### config.mk
export PLATFORM = sky130hd
export DESIGN_NAME = cte_scheduler
export DESIGN_NICKNAME = d
export VERILOG_FILES = /design/src/rtl/cte_scheduler.sv
export SDC_FILE = /design/constraint.sdc
export NUM_CORES = 1
export LEC_CHECK = 0
export CAP_MARGIN = 20
export CORE_MARGIN = 3
export CORE_UTILIZATION = 34
export CTS_CLUSTER_SIZE = 12
export DETAILED_ROUTE_END_ITERATION = 12
export GPL_ROUTABILITY_DRIVEN = 1
export HOLD_SLACK_MARGIN = 0.1
export PLACE_DENSITY = 0.77
export SLEW_MARGIN = 20
export SYNTH_ARGS = -nofsm -noshare
export SYNTH_HDL_FRONTEND = slang
export SYNTH_SLANG_ARGS = --single-unit
### constraint.sdc
create_clock -name clk -period 2.3 [get_ports clk]
set_clock_uncertainty 0.05 [all_clocks]
set_input_delay 0.23 -clock clk [delete_from_list [all_inputs] [get_ports clk]]
set_output_delay 0.23 -clock clk [all_outputs]
set_load 0.02 [all_outputs]
### src/rtl/cte_scheduler.sv
// Group-granular arbiter sharing one colour-transform engine between a YUV->RGB
// byte stream (requester 0) and an RGB->YUV pixel stream (requester 1).
module cte_scheduler #(
    parameter int TIMEOUT = 16
) (
    input  logic        clk,
    input  logic        reset,
    input  logic        req0_valid,
    output logic        req0_ready,
    input  logic [7:0]  req0_data,
    input  logic        req1_valid,
    output logic        req1_ready,
    input  logic [23:0] req1_data,
    output logic        cte_op_mode,
    output logic        cte_in_en,
    output logic [7:0]  cte_yuv_in,
    output logic [23:0] cte_rgb_in,
    input  logic        cte_busy,
    input  logic        cte_out_valid,
    input  logic [23:0] cte_rgb_out,
    input  logic [7:0]  cte_yuv_out,
    output logic        out0_valid,
    output logic [23:0] out0_data,
    output logic        out1_valid,
    output logic [7:0]  out1_data,
    output logic        grp_done,
    output logic        err_timeout
);
    localparam int WD_W = $clog2(TIMEOUT + 1);

    typedef enum logic [1:0] {IDLE, ISSUE, DRAIN} state_t;

    state_t          r_state, w_state_nxt;
    logic            r_grant, r_last_grant, r_op_mode;
    logic [2:0]      r_in_cnt, r_out_cnt;
    logic [WD_W-1:0] r_wd;
    logic            r_err;
    logic            r_out0_valid, r_out1_valid, r_grp_done;
    logic [23:0]     r_out0_data;
    logic [7:0]      r_out1_data;

    logic            w_active, w_gvalid, w_in_en, w_out_hit;
    logic            w_req_any, w_new_grant;
    logic [2:0]      w_in_exp, w_out_exp, w_in_cnt_nxt, w_out_cnt_nxt;
    logic [WD_W-1:0] w_wd_inc;
    logic            w_wd_expire, w_grp_complete;

    assign w_active      = (r_state != IDLE);
    assign w_gvalid      = r_grant ? req1_valid : req0_valid;
    assign w_in_en       = (r_state == ISSUE) && w_gvalid && !cte_busy;
    // Engine results outside a granted group belong to nobody and are dropped.
    assign w_out_hit     = w_active && cte_out_valid;
    assign w_in_exp      = r_grant ? 3'd2 : 3'd4;
    assign w_out_exp     = r_grant ? 3'd4 : 3'd2;
    assign w_in_cnt_nxt  = r_in_cnt + 3'd1;
    assign w_out_cnt_nxt = r_out_cnt + {2'b00, w_out_hit};
    assign w_wd_inc      = r_wd + {{(WD_W-1){1'b0}}, 1'b1};
    assign w_wd_expire   = w_active && !w_in_en && !cte_out_valid &&
                           (w_wd_inc == WD_W'(TIMEOUT));
    assign w_grp_complete = (r_state == DRAIN) && (w_out_cnt_nxt >= w_out_exp);
    assign w_req_any     = req0_valid || req1_valid;
    assign w_new_grant   = (req0_valid && req1_valid) ? ~r_last_grant : req1_valid;

    always_comb begin
        w_state_nxt = r_state;
        req0_ready  = 1'b0;
        req1_ready  = 1'b0;
        cte_in_en   = 1'b0;
        cte_yuv_in  = 8'h00;
        cte_rgb_in  = 24'h000000;
        case (r_state)
            IDLE: begin
                if (w_req_any) w_state_nxt = ISSUE;
            end
            ISSUE: begin
                cte_in_en  = w_in_en;
                req0_ready = w_in_en && !r_grant;
                req1_ready = w_in_en && r_grant;
                if (r_grant) cte_rgb_in = req1_data;
                else         cte_yuv_in = req0_data;
                if (w_wd_expire)                             w_state_nxt = IDLE;
                else if (w_in_en && w_in_cnt_nxt == w_in_exp) w_state_nxt = DRAIN;
            end
            DRAIN: begin
                if (w_grp_complete || w_wd_expire) w_state_nxt = IDLE;
            end
            default: w_state_nxt = IDLE;
        endcase
    end

    always_ff @(posedge clk) begin
        if (!reset) begin
            r_state      <= IDLE;
            r_grant      <= 1'b0;
            r_last_grant <= 1'b1;
            r_op_mode    <= 1'b0;
            r_in_cnt     <= 3'd0;
            r_out_cnt    <= 3'd0;
            r_wd         <= '0;
            r_err        <= 1'b0;
            r_out0_valid <= 1'b0;
            r_out1_valid <= 1'b0;
            r_out0_data  <= 24'h000000;
            r_out1_data  <= 8'h00;
            r_grp_done   <= 1'b0;
        end else begin
            r_state      <= w_state_nxt;
            r_grp_done   <= w_grp_complete;
            r_out0_valid <= w_out_hit && !r_grant;
            r_out1_valid <= w_out_hit && r_grant;
            if (w_out_hit && !r_grant) r_out0_data <= cte_rgb_out;
            if (w_out_hit && r_grant)  r_out1_data <= cte_yuv_out;
            if (r_state == IDLE) begin
                // Mode only moves here, so it is frozen for the whole group.
                if (w_req_any) begin
                    r_grant   <= w_new_grant;
                    r_op_mode <= w_new_grant;
                    r_in_cnt  <= 3'd0;
                    r_out_cnt <= 3'd0;
                    r_wd      <= '0;
                end
            end else begin
                if (w_in_en) r_in_cnt <= w_in_cnt_nxt;
                r_out_cnt <= w_out_cnt_nxt;
                r_wd      <= (w_in_en || cte_out_valid) ? '0 : w_wd_inc;
                if (w_wd_expire) r_err <= 1'b1;
                if (w_grp_complete || w_wd_expire) r_last_grant <= r_grant;
            end
        end
    end

    assign cte_op_mode = r_op_mode;
    assign out0_valid  = r_out0_valid;
    assign out0_data   = r_out0_data;
    assign out1_valid  = r_out1_valid;
    assign out1_data   = r_out1_data;
    assign grp_done    = r_grp_done;
    assign err_timeout = r_err;
endmodule

After elaboration in Yosys (flattened, before gate mapping)
Cells that the tools add are included.
{"block": "op_classes", "eq_ne": 7, "muxes": 23, "n_addsub": 3, "bitwise": 2, "n_lt_le_gt_ge": 1, "reduce_logical": 28}
{"op": "$mux W24", "n": 2}
{"op": "$mux W3", "n": 6}
{"op": "$mux W8", "n": 2}
{"op": "$mux W5", "n": 3}
{"op": "$logic_and A1 B1 Y1", "n": 13}
{"op": "$mux W2", "n": 4}
{"op": "$reduce_and A2 Y1", "n": 4}
{"op": "$pmux W2 S3", "n": 1}
{"op": "$add A5 B1 Y5 const B", "n": 1}
{"op": "$eq A5 B5 Y1 const B", "n": 1}
{"op": "$mux W1", "n": 5}
{"op": "$logic_not A1 Y1", "n": 4}
{"op": "$reduce_bool A2 Y1", "n": 2}
{"op": "$add A3 B1 Y3", "n": 1}
{"op": "$add A3 B1 Y3 const B", "n": 1}
{"op": "$eq A3 B3 Y1", "n": 1}
{"op": "$ge A3 B3 Y1", "n": 1}
{"op": "$logic_or A1 B1 Y1", "n": 3}
{"op": "$ne A3 B2 Y1 const B", "n": 1}
{"op": "$reduce_and A3 Y1", "n": 1}
{"op": "$eq A2 B1 Y1 const B", "n": 1}
{"op": "$eq A2 B2 Y1 const B", "n": 1}
{"op": "$logic_not A2 Y1", "n": 1}
{"op": "$ne A2 B1 Y1 const B", "n": 1}
{"op": "2 further kinds", "n": 3}
{"block": "totals", "in_bits": 70, "reg_bits": 51}

Logic depth before layout (Yosys ltp)
{"block": "depth", "depth_word": 10, "depth_mapped": 12}

Worst setup path after synthesis
No wires, ideal clock.
{"block": "synth_timing", "path_kind": "reg2reg", "from": "register r_state[1]", "to": "register r_state[1]", "path_stages_with_launch": 12, "synth_period_minus_slack_ns": 2.344, "required_ns": 2.172, "arrival_time_ns": 2.216, "setup_slack_ns": -0.044, "path_cell_list": "dfxtp_1 > buf_4 > nor2_1 > nor2_1 > ha_1 > ha_1 > xor2_1 > ha_1 > a21boi_0 > o311ai_0 > o21ai_0 > nor3_1"}
{"block": "synth_via", "elab_chain_len": 10, "elab_cells_between_ends": 22, "cone_classes": "1 x add/sub; 1 x order compare; 5 x eq/ne; 2 x mux; 13 x reduce/logical"}
{"item": "start, declared", "line_no": "33", "text": "state_t r_state, w_state_nxt;"}
{"item": "start signal, assigned", "line_no": "107", "text": "r_state <= w_state_nxt;"}
{"item": "parallel branches: the longest is 10 deep, another holds $add A3 B1 Y3"}
Parallel ways; which one is timed is not known.
A chain may end at the register's enable or synchronous reset.

Worst setup path in the final report
{"block": "layout_timing", "from": "register r_state[0]", "to": "output cte_yuv_in[6]"}
{"block": "layout_via", "elab_chain_len": 2}
{"item": "$eq A2 B1 Y1", "line_no": "71", "text": "case (r_state)"}
{"item": "$mux W8", "line_no": "71"}
{"item": "end, declared", "line_no": "16", "text": "output logic [7:0] cte_yuv_in,"}
Every way passes these cells.

==> impl_results.md <==
* Adder-cell share of the synthesized area at 0.0366
* TritonCTS clock tree: done
* Clock root cell: clkbuf_8
* Post-Synthesis Cell Area at 2390 um^2
* GPL Wtd Cong at 0.885
* Synth async-reset ratio at 0
* Share of layout cells above drive strength 1 at 0.0884
* Leakage at 1.77 nW
* Max_cap viols at 0
* Final hold violation count at 0
* Most frequent cells in the layout: clkdlybuf4s50_1 (115), nand2_1 (52), dfxtp_1 (50)
* DPL Wire Length at 5660 um
* Filler Cell Count at around 590
* Reg-to-reg endpoint: r_state[1]
* Xor/xnor share of the synthesized area at 0.0110
* Post-synthesis sequential area ratio at 0.426
* Final Critical Period at roughly 2.2 ns
* GRT Util Overall at 0.180
* First-pass GRT wire length at 12200 um
* Initial DRC count at slightly below 80
* Crit path DAT at between 1.5 and 2 ns
* CTS max path bufs at 2
* CP top delay family: buffers and inverters
* Vias at 2525
* Layout Area Growth over Synthesis at 71.3%
* Post-CTS Hold Buffers at 0
* ANT nets after route at 0
* Hold_ws at just over 0.4 ns
* Post-synthesis mux area share at 0.0434
* Area leader, netlist: dfxtp_1
* Core Area at 6570 um^2
* CP Capture Type: primary output
* Ys Warns at 0
* R2R Setup Slk at 0.14 ns
* Setup CP Type: flop to primary output
* CP required at 2.02 ns
* Startpoint types: flop
* Crit-path slowest cell: clkdlybuf4s50_1
* WP buf/inv at 2
* Starting Density at 0.365
* Fmax at 460 MHz
* Worst R2R Start: r_state[1]
* Tcrit/Tclk final at 0.946
* Final setup fails at 0
* DRC viols at 0
* Post-synthesis cell type count at 44
* Synth Area in Simple Gates at 0.300
* Top cells by area, synth: dfxtp_1 (43%), and2_1 (8.9%), nand2_1 (8.2%)
* Slew headroom at 0.654
* Syn Area/Cell at 8.32 um^2
* Vias in the first global route at 2469
* Worst Hold Class: flop to flop
* Hold endpoint: out0_data[0]
* Setup TNS at 0 ns
* Maximum number of pins on one net before global-route repair at 27
* RSZ-0062 raised after global routing: false
* Diodes inserted at 0
* Sink Count at 51
* Syn Inst Count at 288
* Pwr dens at 478 nW/um^2
* Run status: finished clean
* NumNets Final at 517
* Post-synth EDFFs at 0
* CP peak stage delay at about 0.6 ns
* Peak supply drop at 0.482 mV
* TritonCTS buffer count at 5
* Worst-path cell chain: buf_4, nand2b_2, nor2_4, and2_1, clkdlybuf4s50_1
* H-tree depth at 2
* Rows at 29
* Synth top area share at 0.426
* #FFs+latches synth at 51
* Critical Path Fanout Max at 8
* Reg clk slew, reported paths at 0.09 ns
* Reg2reg path depth at 11
* Grt ovf at 0
* Post-Route WL at roughly 7400 um
* Detailed-route wire length per cell at about 14 um
* Area of the die at roughly 8100 um^2
* Skew-Pair Late Insertion Delay at 0.30 ns
* IO buf count at 141
* Final non-filler cell area at slightly above 4000 um^2
* I/O pin cnt at between 100 and 150
* Initial antenna violation count at 0
* Hold Crit Depth at 2
* Drt pass-1 iters at 4
* Placed inst area at 3990 um^2
* Die Wd at 89.9 um
* Most used DFF post-synth: dfxtp_1
* Routed vias/inst at 4.73
* Total power at 0.00196 W
* Die Y at 89.9 um
* Hold_sp: out0_data[0]
* Worst slew pin tran at 0.518 ns
* Main combinational cell family by area after synthesis: simple AND/OR/NAND/NOR gates
* Max Transition Viols Final at 0
* Complex-gate fraction of the synthesized area at 0.146
* CP Launch Point: r_state[0]
* Synthesized Nets at 365
* Commonest non-fill, non-tap cell in the layout: clkdlybuf4s50_1
==> worst max path at each step <==
stage	slack [ns]	cells after the start	end
after floorplan	0.05	11	r_state[1]
after global placement	-0.13	11	r_state[1]
after detailed placement	-0.26	11	r_state[1]
after CTS	-0.04	5	cte_yuv_in[6]
after global routing	0.002	11	r_state[1]
final	0.13	5	cte_yuv_in[6]
==> state kept, by name (all words and copies together) (netlist names), 2 cells and up <==
register and flops:
r_wd 5, r_out_cnt 3, r_state 2, r_in_cnt 3, out0_data 24, out1_data 8
==> Yosys cell counts (4+ instances only) <==
| master | count |
|---|---|
| and2_1 | 34 |
| nand2_1 | 52 |
| clkbuf_1 | 9 |
| a22oi_1 | 4 |
| o21ai_0 | 9 |
| nor2_1 | 27 |
| inv_1 | 6 |
| mux2i_1 | 9 |
| dfxtp_1 | 51 |
| ha_1 | 7 |
| nor3_1 | 5 |
| a21oi_1 | 30 |
==> worst min-delay path: stages, from the launching register on <==
cell and delay, ns:
dfxtp_1 0.32, nand2_1 0.05, a21oi_1 0.05
==> layer usage <==
metal / global-route usage / wire length [um] / up-vias / part of all wire
met2: 0.292 / 3500 / 96 / 0.48
met3: 0.0584 / 579 / 9 / 0.079
met5: 0 / 0 / - / 0
met1: 0.232 / 3180 / 1152 / 0.43
met4: 0.0472 / 95 / 0 / 0.013
li1: - / - / 1268 / -
==> where the power goes <==
| group | internal [W] | switching, W | total (W) |
|---|---|---|---|
| Clock | 0.000324 | 0.000299 | 0.000623 |
| Sequential | 0.000910 | 0.0000178 | 0.000927 |
| Combinational | 0.000227 | 0.000183 | 0.000410 |
| Total | 0.00146 | 0.000499 | 0.00196 |
==> area by class of cell <==
cell class	count	area [um^2]	share of cell area
Timing Repair Buffer	159	1530	0.372
Multi-Input combinational cell	217	1300	0.318
Clock buffer	5	68.8	0.0168
Tap cell	93	116	0.0284
Clock inverter	3	43.8	0.0107
Inverter	6	22.5	0.00549
Sequential cell	51	1020	0.249
==> logic make-up (layout without fill, tap and decap cells) <==
kind of cell / after synthesis / after routing
XOR/XNOR: 3 / 3
multiplexers: 10 / 10
adder cells (fa/ha/maj): 7 / 7
AO/OA/AOI/OAI: 56 / 56
flip-flops: 51 / 51
buffers and inverters: 20 / 173
AND/OR/NAND/NOR: 141 / 141
==> stage by stage <==
stage	setup slack, ns	utilization	std cells
floorplan	0.0506	-	288
global placement	-0.130	0.607	525
detailed placement	-0.262	0.607	525
CTS	-0.0373	0.621	533
global route	0.00212	0.625	534
finish	0.125	0.625	534
==> timing repair <==
action | 4_1_cts | 5_1_grt
setup buffers | 0 | 1
cloned | 0 | 0
setup endpoints to repair | 32 | 12
pin swaps | 0 | 1
resized for setup | 27 | 8
endpoints found under the hold margin | 0 | 0
(Power assumes the default switching activity.)
